File: config.mk
export PLATFORM = sky130hd
export DESIGN_NAME = fpu_result_arbiter
export DESIGN_NICKNAME = d
export VERILOG_FILES = /design/src/rtl/fpu_result_arbiter.sv
export SDC_FILE = /design/constraint.sdc
export NUM_CORES = 1
export LEC_CHECK = 0
export BUFFER_PORTS_ARGS = -buffer_cell sky130_fd_sc_hd__buf_2
export CORE_MARGIN = 8
export CORE_UTILIZATION = 40
export DETAILED_ROUTE_END_ITERATION = 8
export PLACE_DENSITY = 0.84
export SETUP_SLACK_MARGIN = 0.4
export SYNTH_ARGS = -nofsm -noshare
export SYNTH_HDL_FRONTEND = slang
export SYNTH_SLANG_ARGS = --single-unit
File: constraint.sdc
create_clock -name ck -period 3.1 [get_ports ck]
set_input_delay 0.62 -clock ck [delete_from_list [all_inputs] [get_ports ck]]
set_output_delay 0.62 -clock ck [all_outputs]
set_load 0.02 [all_outputs]
File: src/rtl/fpu_result_arbiter.sv
`default_nettype none
// ============================================================================
// Module   : fpu_result_arbiter
// Purpose  : Merges the arithmetic-pipeline and load-completion writeback
//            requesters onto a single registered XIF result port. Ties are
//            broken round-robin; the output register is a one-entry slot
//            that can be refilled in the same cycle it is drained.
// Revision : 1.0 - initial release
// ============================================================================
module fpu_result_arbiter #(
  parameter int X_ID_WIDTH = 4,
  parameter int FLEN       = 32
) (
  input  logic                  ck,
  input  logic                  rst,
  input  logic                  enable,

  input  logic                  pipe_valid,
  output logic                  pipe_ready,
  input  logic [X_ID_WIDTH-1:0] pipe_id,
  input  logic [4:0]            pipe_rd,
  input  logic [FLEN-1:0]       pipe_data,

  input  logic                  ld_valid,
  output logic                  ld_ready,
  input  logic [X_ID_WIDTH-1:0] ld_id,
  input  logic [4:0]            ld_rd,
  input  logic [FLEN-1:0]       ld_data,

  output logic                  result_valid,
  input  logic                  result_ready,
  output logic [X_ID_WIDTH-1:0] result_id,
  output logic [4:0]            result_rd,
  output logic [FLEN-1:0]       result_data,
  output logic                  result_is_load,

  output logic [7:0]            stall_cnt
);

  // Output-slot occupancy
  localparam logic [0:0] ST_EMPTY = 1'b0;
  localparam logic [0:0] ST_FULL  = 1'b1;

  // Requester identity, used for last_grant and result_is_load
  localparam logic SRC_PIPE = 1'b0;
  localparam logic SRC_LD   = 1'b1;

  localparam logic [7:0] STALL_MAX = 8'hFF;

  logic [0:0]            state_q,      state_d;
  logic                  last_grant_q, last_grant_d;
  logic [X_ID_WIDTH-1:0] id_q,         id_d;
  logic [4:0]            rd_q,         rd_d;
  logic [FLEN-1:0]       data_q,       data_d;
  logic                  is_load_q,    is_load_d;
  logic [7:0]            stall_cnt_q,  stall_cnt_d;

  logic slot_free;
  logic can_grant;
  logic grant_pipe;
  logic grant_ld;

  // Grant decision: the slot is free when empty or being drained this cycle.
  // rst is folded in so both readies are held low throughout reset.
  always_comb begin
    slot_free  = (state_q == ST_EMPTY) || result_ready;
    can_grant  = rst && enable && slot_free;
    grant_pipe = can_grant && pipe_valid &&
                 (!ld_valid || (last_grant_q == SRC_LD));
    grant_ld   = can_grant && ld_valid &&
                 (!pipe_valid || (last_grant_q == SRC_PIPE));
  end

  assign pipe_ready = grant_pipe;
  assign ld_ready   = grant_ld;

  // Next state of the output register: load the winner, drain, or hold.
  always_comb begin
    state_d      = state_q;
    last_grant_d = last_grant_q;
    id_d         = id_q;
    rd_d         = rd_q;
    data_d       = data_q;
    is_load_d    = is_load_q;

    if (grant_pipe) begin
      state_d      = ST_FULL;
      last_grant_d = SRC_PIPE;
      id_d         = pipe_id;
      rd_d         = pipe_rd;
      data_d       = pipe_data;
      is_load_d    = SRC_PIPE;
    end else if (grant_ld) begin
      state_d      = ST_FULL;
      last_grant_d = SRC_LD;
      id_d         = ld_id;
      rd_d         = ld_rd;
      data_d       = ld_data;
      is_load_d    = SRC_LD;
    end else if ((state_q == ST_FULL) && result_ready) begin
      // Drained with nothing to replace it; payload is left as-is since
      // it is not observable while result_valid is low.
      state_d = ST_EMPTY;
    end
  end

  // Back-pressure counter: one count per cycle a presented result waits.
  always_comb begin
    stall_cnt_d = stall_cnt_q;
    if ((state_q == ST_FULL) && !result_ready && (stall_cnt_q != STALL_MAX)) begin
      stall_cnt_d = stall_cnt_q + 8'd1;
    end
  end

  // State registers with asynchronous active-low clear; last_grant resets
  // to the load side so the pipe wins the first tie.
  always_ff @(posedge ck or negedge rst) begin
    if (!rst) begin
      state_q      <= ST_EMPTY;
      last_grant_q <= SRC_LD;
      id_q         <= '0;
      rd_q         <= '0;
      data_q       <= '0;
      is_load_q    <= 1'b0;
      stall_cnt_q  <= '0;
    end else begin
      state_q      <= state_d;
      last_grant_q <= last_grant_d;
      id_q         <= id_d;
      rd_q         <= rd_d;
      data_q       <= data_d;
      is_load_q    <= is_load_d;
      stall_cnt_q  <= stall_cnt_d;
    end
  end

  assign result_valid   = (state_q == ST_FULL);
  assign result_id      = id_q;
  assign result_rd      = rd_q;
  assign result_data    = data_q;
  assign result_is_load = is_load_q;
  assign stall_cnt      = stall_cnt_q;

endmodule
`default_nettype wire

## After elaboration in Yosys (flattened, before gate mapping)

Cells that the tools add are included.

| operators by class | value |
|---|---|
| add/sub/neg operators | 1 |
| eq/ne operators | 1 |
| muxes and demuxes | 11 |
| bitwise gates (word level) | 2 |
| reductions and logical operators | 17 |

Operator list:

| operator | count |
|---|---|
| 32-bit two-way mux | 2 |
| 5-bit two-way mux | 2 |
| 1-bit logical AND | 9 |
| 8-bit by 1-bit adder with 8-bit output, second input constant | 1 |
| 4-bit two-way mux | 2 |
| 8-bit inequality test, second input constant | 1 |
| 1-bit two-way mux | 5 |
| 1-bit logical NOT | 3 |
| 1-bit logical OR | 3 |
| 3-bit nonzero test | 1 |
| 1-bit NOT | 2 |
| 2-bit nonzero test | 1 |

| word-level totals | value |
|---|---|
| flip-flop bits (word level) | 52 |
| input bits | 88 |
| output and inout bits | 53 |
| logic and storage cells | 39 |

## Longest topological paths before layout

Gate-level depths: netlist (run 1).

| depth | value |
|---|---|
| word-level depth | 7 |
| gate-level depth with buffers | 5 |
| gate-level depth less buffers | 5 |

## Least setup slack after synthesis (run 1)

No wires, ideal clock.

| timing | value |
|---|---|
| path type | input port to output port |
| from | in rst |
| to | out ld_ready |
| data arrival time | 1462 ps |
| required time | 2480 ps |
| setup slack | 1018 ps |
| cell stages on the path | 3 |
| path buffers | 1 |
| cell sequence | nand2_1 -> a2111oi_4 -> buf_6 |

| on the way | value |
|---|---|
| word-level cells in the longest chain between the ends | 4 |

RTL lines:

| what | line | text |
|---|---|---|
| start: declaration | 15 | `input logic rst,` |
| 1-bit logical AND (2 in a row) | 67 | `can_grant = rst && enable && slot_free;` |
| 1-bit logical AND (2 in a row) | 70 | `grant_ld = can_grant && ld_valid &&` |
| end: declaration | 25 | `output logic ld_ready,` |

No other way between the ends.

## Worst setup path in the final report (run 1)

Ends and elaborated chain as after synthesis.

==> summary.txt, run 1 <==
Setup path
  • Critical Path, Cell by Cell: buf_2 -> nand2_1 -> a2111oi_4 -> buf_2
  • Sum of buffers and inverters on the critical path: 2
  • Worst Path Required: 2.48 ns
  • Highest cell delay on the worst timing path: 0.32 ns
  • CP dominant cell by count: buf_2
  • Critical path fanouts, max: 3
  • CP Capture Type: output port
  • CP top delay family: buffers and inverters
  • Slowest-stage cell, CP: a2111oi_4
  • Critical path class: in -> out
  • Crit start category: primary input
  • Critical Path AT: 1.46 ns

Timing
  • Slew @ Worst Pin: 0.625 ns
  • Fmax achieved: 482 MHz
  • Final worst-path cycle share: 67.0%
  • Skew final: 0.00665 ns
  • Relative slew slack: 58.4%
  • Final hold violation count: 0
  • Setup ws final: 1.02 ns
  • Setup TNS: 0 ns
  • Tmin final: 2.08 ns
  • RSZ-0062 raised after global routing: false
  • Fin. max-slew vios: 0
  • Setup-failing EPs final: 0

Layout
  • Share of cells above drive strength 1: 50.2%
  • Ant diodes: 0
  • Area of the multi-input gates: 696 um^2
  • Filler cell count: 493
  • Synth-to-Final Area Change: 37.8%
  • Sequential cell area: 1300 um^2
  • Post-layout net count: 411
  • Final core occ: 56.4%
  • Most common cell after layout, fill and taps aside: buf_2
  • Most frequent cells in the layout: buf_2 (140), dfrtp_1 (51), inv_1 (44)
  • Final instance area: 3090 um^2

Place
  • Worst slack at placement: 0.991 ns
  • Gpl congestion: 0.748
  • Final HPWL DP: 4940 um
  • PortBufs: 140
  • Post-place instance area: 2990 um^2

Clock tree
  • Resize count post-CTS: 0
  • CTS sink cnt: 52
  • H-Tree Level Count: 2
  • CTS tree: done
  • Worst-skew pair later-pin latency: 0.29 ns
  • Clock root cell: clkbuf_8
  • TritonCTS Buffers: 5
  • # Post-CTS Setup Buffers: 0
  • Clock tree buffer depth: 2
  • Clock transition at the registers of the reported paths: 0.08 ns
  • Hold buffers post-CTS: 0

Power and ir drop
  • Pwr dens: 661 nW/um^2
  • IR Drop Worst-Case VDD: 0.000458 V
  • Pint: 1.30 mW
  • Total power: 2.04 mW
  • Pleak: 1.84 nW
  • Power share of the combinational group: 34.3%
  • Share of power burned in registers: 47.0%
  • Net Sw Power: 0.743 mW
  • Clock power frac: 18.7%
  • Sw Ratio: 36.4%

Logic synthesis
  • Mean area per synthesized cell: 12.3 um^2
  • Syn Nets: 271
  • Post-Syn Instances: 182
  • Post-synth EDFFs: 0
  • Distinct cell type count after synthesis: 24
  • Register area share after synthesis: 58.2%
  • Yosys warns: 0
  • Synthesized area: 2240 um^2
  • Synthesized flop and latch total: 52
  • Post-synthesis async set-or-reset flop share: 100%
  • Top FF cell, synth: dfrtp_1

GRT
  • Vias in the first global route: 2,251
  • GRT Overall Usage: 15.6%
  • Initial antenna violation count: 0
  • First-pass GRT wire length: 10,700 um
  • Congestion Overflow GR: 0
  • Pin count of the biggest net entering global routing: 53

Floorplanning
  • # IOs: 141
  • Die W: 90.8 um
  • Die height: 90.8 um
  • Initial Util: 40.9%
  • Die area: 8250 um^2
  • Std cell rows: 27
  • Core box area: 5470 um^2

Run
  • Max_cap viols: 0

Drt
  • Via Count: 2,066
  • Routed wire length: 6460 um
  • Initial DRT Pass Iterations: 7
  • Wire length per cell: 16.4 um
  • DRT iter0 DRCs: 187
  • Antenna Nets Post-Route: 0
  • Drt drc: 0
  • Vias per std cell: 5.23

Status
  • Status: complete, no violations

Min path
  • Min-Delay Path Class: reg -> reg
[metal layers]
layer / share of wire [%] / global-route usage (%)
met1: 38 / 15.7
met2: 51 / 28.4
met3: 10 / 7.15
met4: 0.29 / 3.41
met5: 0 / 0
[power groups by stage]
| stage | logic, mW | registers (mW) | clock network (mW) |
|---|---|---|---|
| finish | 0.699 | 0.959 | 0.381 |
| global route | 0.772 | 0.981 | 0.423 |
| CTS | 0.713 | 0.959 | 0.400 |
| detailed placement | 0.711 | 0.972 | 0 |
| global placement | 0.693 | 0.962 | 0 |
| floorplan | 0.218 | 1.16 | 0 |
[final cells by class]
cell class | instances | share of cell area [%]
flip-flops and latches | 52 | 42.2
repair buffers | 145 | 23.9
multi-input cells | 74 | 22.5
inverters | 44 | 5.35
well taps | 72 | 2.92
clock buffers | 7 | 2.80
clock inverters | 1 | 0.243
[synthesized netlist by cell type, types with 2 or more instances]
master | number | area share (%)
nand3_1 | 4 | 0.89
buf_6 | 5 | 2.5
nand2_1 | 4 | 0.67
inv_1 | 44 | 7.4
xor2_1 | 6 | 2.3
a21o_2 | 2 | 0.78
nor2_1 | 3 | 0.50
a222oi_1 | 41 | 18
buf_2 | 6 | 1.3
nor3_1 | 3 | 0.67
dfrtp_1 | 51 | 57
[worst min-delay path, stage by stage (launching register included)]
cell	delay, ns
dfrtp_1	0.34
a222oi_1	0.07
inv_1	0.05
[sequential cells by signal (all words and copies together) (netlist names)]
| name | flops |
|---|---|
| last_grant_q | 1 |
| result_valid | 1 |
| result_rd | 5 |
| stall_cnt | 8 |
| result_is_load | 1 |
| result_id | 4 |
| result_data | 32 |
[per-stage QoR]
stage | instances | hold WS, ns
floorplan | 182 | 0.324
global placement | 387 | 0.468
detailed placement | 387 | 0.473
CTS | 395 | 0.493
global route | 395 | 0.516
finish | 395 | 0.491
[worst paths after layout]
check / slack, ns / endpoint / startpoint / cells past startpoint
worst max-delay path: 1.02 / ld_ready / rst / 4
max in group asynchronous: 2.17 / result_id[1] / rst / 2
min in group asynchronous: 0.50 / stall_cnt[0] / rst / 2
worst min-delay path: 0.49 / result_rd[0] / result_rd[0] / 2
worst min register to register: 0.49 / result_rd[0] / result_rd[0] / 2
worst max register to register: 1.36 / result_is_load / last_grant_q / 5
[cell families after synthesis]
kind of cell / Yosys count / synth area share, %
compound gates: 46 / 21.1
xor+xnor: 7 / 2.74
fa+ha+maj: 1 / 0.559
buf+inv: 56 / 11.6
flops: 52 / 58.2
mux: 1 / 0.503
simple gates: 19 / 5.36
Power figures use the tool's default switching activity.
==> run 2, diff against run 1 <==
--- a/config.mk
+++ b/config.mk
@@ -7,9 +7,9 @@
 export LEC_CHECK = 0
 export BUFFER_PORTS_ARGS = -buffer_cell sky130_fd_sc_hd__buf_2
 export CORE_MARGIN = 8
-export CORE_UTILIZATION = 40
+export CORE_UTILIZATION = 38
 export DETAILED_ROUTE_END_ITERATION = 8
-export PLACE_DENSITY = 0.84
+export PLACE_DENSITY = 0.83
 export SETUP_SLACK_MARGIN = 0.4
 export SYNTH_ARGS = -nofsm -noshare
 export SYNTH_HDL_FRONTEND = slang
==> constraint.sdc (replaced) <==
create_clock -name ck -period 1.85 [get_ports ck]
set_input_delay 0.37 -clock ck [delete_from_list [all_inputs] [get_ports ck]]
set_output_delay 0.37 -clock ck [all_outputs]
set_load 0.02 [all_outputs]
==> summary.txt, run 2 (synthesis results as in run 1) <==
Status
  • Status: complete, no violations (unchanged)

Drt
  • Drt drc: 0 (unchanged)
  • Via Count: 2,268 (was 2,066)
  • Wire length per cell: 19.4 um (was 16.4 um)
  • Vias per std cell: 5.32 (was 5.23)
  • DRT iter0 DRCs: 203 (was 187)
  • Routed wire length: 8250 um (was 6460 um)
  • Antenna Nets Post-Route: 0 (unchanged)
  • Initial DRT Pass Iterations: 7 (unchanged)

Layout
  • Final core occ: 62.9% (was 56.4%)
  • Ant diodes: 0 (unchanged)
  • Number of flip-flops in the largest register: 32 (unchanged)
  • Synth-to-Final Area Change: 63.4% (was 37.8%)
  • Share of cells above drive strength 1: 57.0% (was 50.2%)
  • Filler cell count: 484 (was 493)
  • Most frequent cells in the layout: buf_2 (138), dfrtp_1 (50), inv_1 (43) (was buf_2 (140), dfrtp_1 (51), inv_1 (44))
  • Post-layout net count: 440 (was 411)
  • Most common cell after layout, fill and taps aside: buf_2 (unchanged)
  • Final instance area: 3660 um^2 (was 3090 um^2)

Floorplanning
  • Std cell rows: 28 (was 27)
  • Die W: 92.8 um (was 90.8 um)
  • Core box area: 5820 um^2 (was 5470 um^2)
  • Initial Util: 38.5% (was 40.9%)
  • Die height: 92.8 um (was 90.8 um)
  • Die area: 8610 um^2 (was 8250 um^2)
  • # IOs: 141 (unchanged)

Clock tree
  • Worst-skew pair later-pin latency: 0.29 ns (about the same)
  • Clock transition at the registers of the reported paths: 0.09 ns (was 0.08 ns)
  • CTS sink cnt: 52 (unchanged)
  • Clock tree buffer depth: 2 (unchanged)
  • Hold buffers post-CTS: 0 (unchanged)
  • TritonCTS Buffers: 5 (unchanged)
  • Clock root cell: clkbuf_8 (unchanged)
  • CTS tree: done (unchanged)
  • H-Tree Level Count: 2 (unchanged)

Timing
  • Fmax achieved: 559 MHz
  • Setup-failing EPs final: 0 (unchanged)
  • Final hold violation count: 0 (unchanged)
  • Setup TNS: 0 ns (unchanged)
  • Relative slew slack: 57.2% (was 58.4%)
  • Tmin final: 1.79 ns
  • Skew final: 0.0103 ns (was 0.00665 ns)
  • Fin. max-slew vios: 0 (unchanged)
  • Slew @ Worst Pin: 0.643 ns (was 0.625 ns)
  • Setup ws final: 0.0608 ns (was 1.02 ns)
  • Final worst-path cycle share: 96.7%
  • RSZ-0062 raised after global routing: true (was false)

Setup path
  • Crit Reg-Reg Startpoint: result_valid (was last_grant_q)
  • Critical Path AT: 1.42 ns (was 1.46 ns)
  • Crit start category: flip-flop (was primary input)
  • Critical path fanouts, max: 3 (unchanged)
  • CP Capture Type: output port (unchanged)
  • Critical path class: reg -> out (was in -> out)
  • RR Endpoint: result_rd[1] (was result_is_load)
  • Worst R2R Setup Slack: 0.12 ns (was 1.36 ns)
  • Worst Path Required: 1.48 ns (was 2.48 ns)
  • Reg2reg path depth: 7 (was 5)

Power and ir drop
  • Total power: 3.58 mW (was 2.04 mW)
  • Pwr dens: 978 nW/um^2 (was 661 nW/um^2)
  • Pleak: 2.12 nW (was 1.84 nW)
  • IR Drop Worst-Case VDD: 0.000623 V (was 0.000458 V)

GRT
  • Pin count of the biggest net entering global routing: 53 (unchanged)
  • Vias in the first global route: 2,352 (was 2,251)
  • Initial antenna violation count: 0 (unchanged)
  • GRT Overall Usage: 16.8% (was 15.6%)
  • First-pass GRT wire length: 11,500 um (was 10,700 um)
  • Congestion Overflow GR: 0 (unchanged)

Min path
  • Min-Delay Path Class: in -> async (was reg -> reg)

Run
  • Max_cap viols: 0 (unchanged)

Place
  • Gpl congestion: 0.728 (was 0.748)
  • PortBufs: 140 (unchanged)
  • Worst slack at placement: 0.208 ns (was 0.991 ns)
  • Post-place instance area: 3020 um^2 (was 2990 um^2)
  • Final HPWL DP: 5200 um (was 4940 um)
## run 2: worst max-delay path, cell delays in order (launching register included)
cell and delay, ns:
dfstp_2 0.58, nor2b_2 0.06, nor4b_4 0.28, buf_4 0.21
## run 2: worst max-delay path by stage
stage | slack [ns] | to | from
floorplan | 0.25 | ld_ready | result_valid
global placement | 0.26 | pipe_ready | ld_valid
detailed placement | 0.21 | result_rd[0] | rst
CTS | 0.06 | ld_ready | result_valid
global route | -0.006 | result_rd[1] | result_valid
finish | 0.06 | pipe_ready | last_grant_q
## run 2: metal layers
layer / wire length [um] / GRT usage (%) / share of wire, % / up-vias
li1: - / - / - / 1023
met1: 2930 / 17.0 / 36 / 1117
met2: 4510 / 32.2 / 55 / 116
met3: 660 / 4.13 / 8.0 / 12
met4: 141 / 6.04 / 1.7 / 0
met5: 0 / 0 / 0 / -
## run 2: power breakdown
| group | switching (mW) | internal (mW) |
|---|---|---|
| combinational | 0.803 | 0.588 |
| sequential | 0.187 | 1.41 |
| clock | 0.330 | 0.258 |
| total | 1.32 | 2.26 |
## run 2: area by class of cell
| cell class | count | area [um^2] | area share, % |
|---|---|---|---|
| multi-input cells | 74 | 748 | 20.4 |
| inverters | 44 | 165 | 4.51 |
| well taps | 75 | 93.8 | 2.56 |
| flip-flops and latches | 52 | 1300 | 35.6 |
| clock inverters | 1 | 5.00 | 0.137 |
| clock buffers | 6 | 72.6 | 1.98 |
| repair buffers | 174 | 1270 | 34.7 |
## run 2: through the flow
step	cells	hold WS, ns
after detailed placement	391	0.474
after global placement	391	0.467
after floorplan	182	0.0744
final	426	0.269
after global routing	426	0.299
after CTS	415	0.272
## run 2: timing repair
item,in CTS,in global routing
cloned,6,4
setup buffers,11,7
setup endpoints to repair,49,52
gates resized for setup,22,15
pin swaps,15,28
==> run 3, diff against run 2 <==
--- a/config.mk
+++ b/config.mk
@@ -9,7 +9,7 @@
 export CORE_MARGIN = 8
 export CORE_UTILIZATION = 38
 export DETAILED_ROUTE_END_ITERATION = 8
-export PLACE_DENSITY = 0.83
+export PLACE_DENSITY = 0.85
 export SETUP_SLACK_MARGIN = 0.4
 export SYNTH_ARGS = -nofsm -noshare
 export SYNTH_HDL_FRONTEND = slang
==> summary.txt, run 3 (synthesis results as in run 1) <==
Setup path
  • Crit start category: flip-flop (unchanged)
  • Critical path fanouts, max: 3 (unchanged)
  • Worst Path Required: 1.48 ns (about the same)
  • Reg2reg path depth: 7 (unchanged)
  • RR Endpoint: result_data[27] (was result_rd[1])
  • Slowest-stage cell, CP: dfstp_2 (unchanged)
  • Highest cell delay on the worst timing path: 0.59 ns (was 0.58 ns)
  • Crit path launch: last_grant_q (unchanged)
  • Critical Path, Cell by Cell: nor2b_2 -> nor4b_4 -> buf_4 (unchanged)
  • CP top delay family: flip-flops (unchanged)
  • Worst R2R Setup Slack: 0.18 ns (was 0.12 ns)
  • Critical path class: reg -> out (unchanged)
  • Sum of buffers and inverters on the critical path: 1 (unchanged)
  • Crit Reg-Reg Startpoint: result_valid (unchanged)
  • Critical Path AT: 1.37 ns (was 1.42 ns)
  • CP Capture Type: output port (unchanged)

Drt
  • Via Count: 2,205 (was 2,268)
  • Initial DRT Pass Iterations: 6 (was 7)
  • Antenna Nets Post-Route: 0 (unchanged)
  • DRT iter0 DRCs: 272 (was 203)
  • Vias per std cell: 5.29 (was 5.32)
  • Routed wire length: 7200 um (was 8250 um)
  • Wire length per cell: 17.3 um (was 19.4 um)
  • Drt drc: 0 (unchanged)

Layout
  • Final instance area: 3410 um^2 (was 3660 um^2)
  • Post-Layout Cell Count: 417 (was 426)
  • Most common cell after layout, fill and taps aside: buf_2 (unchanged)
  • Most frequent cells in the layout: buf_2 (138), dfrtp_1 (49), inv_1 (43) (was buf_2 (138), dfrtp_1 (50), inv_1 (43))
  • Area of the multi-input gates: 721 um^2 (was 748 um^2)
  • Number of flip-flops in the largest register: 32 (unchanged)
  • Sequential cell area: 1310 um^2 (was 1300 um^2)
  • Post-layout net count: 430 (was 440)
  • Filler cell count: 509 (was 484)
  • Ant diodes: 0 (unchanged)
  • Share of cells above drive strength 1: 55.3% (was 57.0%)
  • Synth-to-Final Area Change: 52.1% (was 63.4%)

Timing
  • Fin. max-slew vios: 0 (unchanged)
  • Tmin final: 1.74 ns (was 1.79 ns)
  • Relative slew slack: 57.1% (was 57.2%)
  • Setup TNS: 0 ns (unchanged)
  • Final hold violation count: 0 (unchanged)
  • Min Hold Slack: 0.299 ns (was 0.269 ns)
  • Setup-failing EPs final: 0 (unchanged)
  • Skew final: 0.00519 ns (was 0.0103 ns)
  • Final worst-path cycle share: 94.2% (was 96.7%)
  • Slew @ Worst Pin: 0.643 ns (about the same)
  • Fmax achieved: 574 MHz (was 559 MHz)
  • RSZ-0062 raised after global routing: true (unchanged)

GRT
  • GRT Overall Usage: 14.4% (was 16.8%)
  • Pin count of the biggest net entering global routing: 53 (unchanged)
  • First-pass GRT wire length: 10,200 um (was 11,500 um)
  • Congestion Overflow GR: 0 (unchanged)
  • Vias in the first global route: 2,123 (was 2,352)
  • Initial antenna violation count: 0 (unchanged)

Floorplanning
  • Std cell rows: 28 (unchanged)
  • Initial Util: 38.5% (unchanged)
  • Core box area: 5820 um^2 (unchanged)
  • Die W: 92.8 um (unchanged)
  • # IOs: 141 (unchanged)
  • Die area: 8610 um^2 (unchanged)
  • Die height: 92.8 um (unchanged)

Status
  • Status: complete, no violations (unchanged)

Clock tree
  • H-Tree Level Count: 2 (unchanged)
  • Clock transition at the registers of the reported paths: 0.09 ns (about the same)
  • Worst-skew pair later-pin latency: 0.29 ns (about the same)
  • TritonCTS Buffers: 5 (unchanged)
  • Clock tree buffer depth: 2 (unchanged)
  • Clock root cell: clkbuf_8 (unchanged)
  • CTS sink cnt: 52 (unchanged)
  • CTS tree: done (unchanged)

Place
  • Post-place instance area: 3000 um^2 (was 3020 um^2)
  • Final HPWL DP: 5080 um (was 5200 um)
  • Cells after DPL: 392 (was 391)
  • Gpl congestion: 0.816 (was 0.728)
  • PortBufs: 140 (unchanged)

Power and ir drop
  • IR Drop Worst-Case VDD: 0.000574 V (was 0.000623 V)
  • Pwr dens: 1090 nW/um^2 (was 978 nW/um^2)
  • Pleak: 1.99 nW (was 2.12 nW)

Run
  • Max_cap viols: 0 (unchanged)

Min path
  • Min-Delay Path Class: in -> async (unchanged)
## run 3: cell count changes in the layout (fill, tap and decap cells not counted), sizes merged
cell / before / now
clkinv: 1 / 0
buf: 171 / 162
bufinv: 0 / 1
## run 3: how the worst max path moves through the flow
stage                                  to  slack, ns  depth (start not counted)
final                          pipe_ready       0.11                          3
after global routing           pipe_ready       0.02                          3
after CTS                      pipe_ready       0.09                          3
after detailed placement  result_data[27]       0.13                          6
after global placement    result_data[17]       0.19                          6
after floorplan                  ld_ready       0.25                          3
## run 3: cell type report
cell class	count	area share, %
Sequential cell	52	38.3
Timing Repair Buffer	164	29.2
Multi-Input combinational cell	74	21.2
Inverter	44	4.85
Clock buffer	7	2.83
Tap cell	75	2.75
Clock inverter	1	0.881
## run 3: layer usage
layer	routed length, um	up-vias	part of all wire [%]	GRT usage (%)
met1	2550	1081	35	16.3
met4	87	0	1.2	5.23
met2	3810	116	53	24.6
met3	756	10	10	4.94
li1	-	998	-	-
met5	0	-	0	0
## run 3: report_power, final
part           switching (mW)  leakage [nW]  total (mW)  internal [mW]
Sequential              0.181         0.647        1.59           1.41
Clock                   0.348        0.0645       0.825          0.477
Combinational           0.761          1.28        1.31          0.546
## run 3: what timing repair did
item,in CTS,in global routing
gates resized for setup,9,16
buffers inserted,6,6
pin swaps,6,41
endpoints found under the setup margin,42,52
gates cloned,1,4
hold buffers,0,0
## run 3: through the flow
| stage | utilization [%] | power (mW) | setup slack [ns] |
|---|---|---|---|
| after global placement | 51.6 | 2.78 | 0.192 |
| after CTS | 55.8 | 3.72 | 0.0932 |
| final | 58.6 | 3.73 | 0.108 |
| after global routing | 58.6 | 3.95 | 0.0191 |
| after floorplan | - | 2.32 | 0.249 |
| after detailed placement | 51.6 | 2.82 | 0.131 |
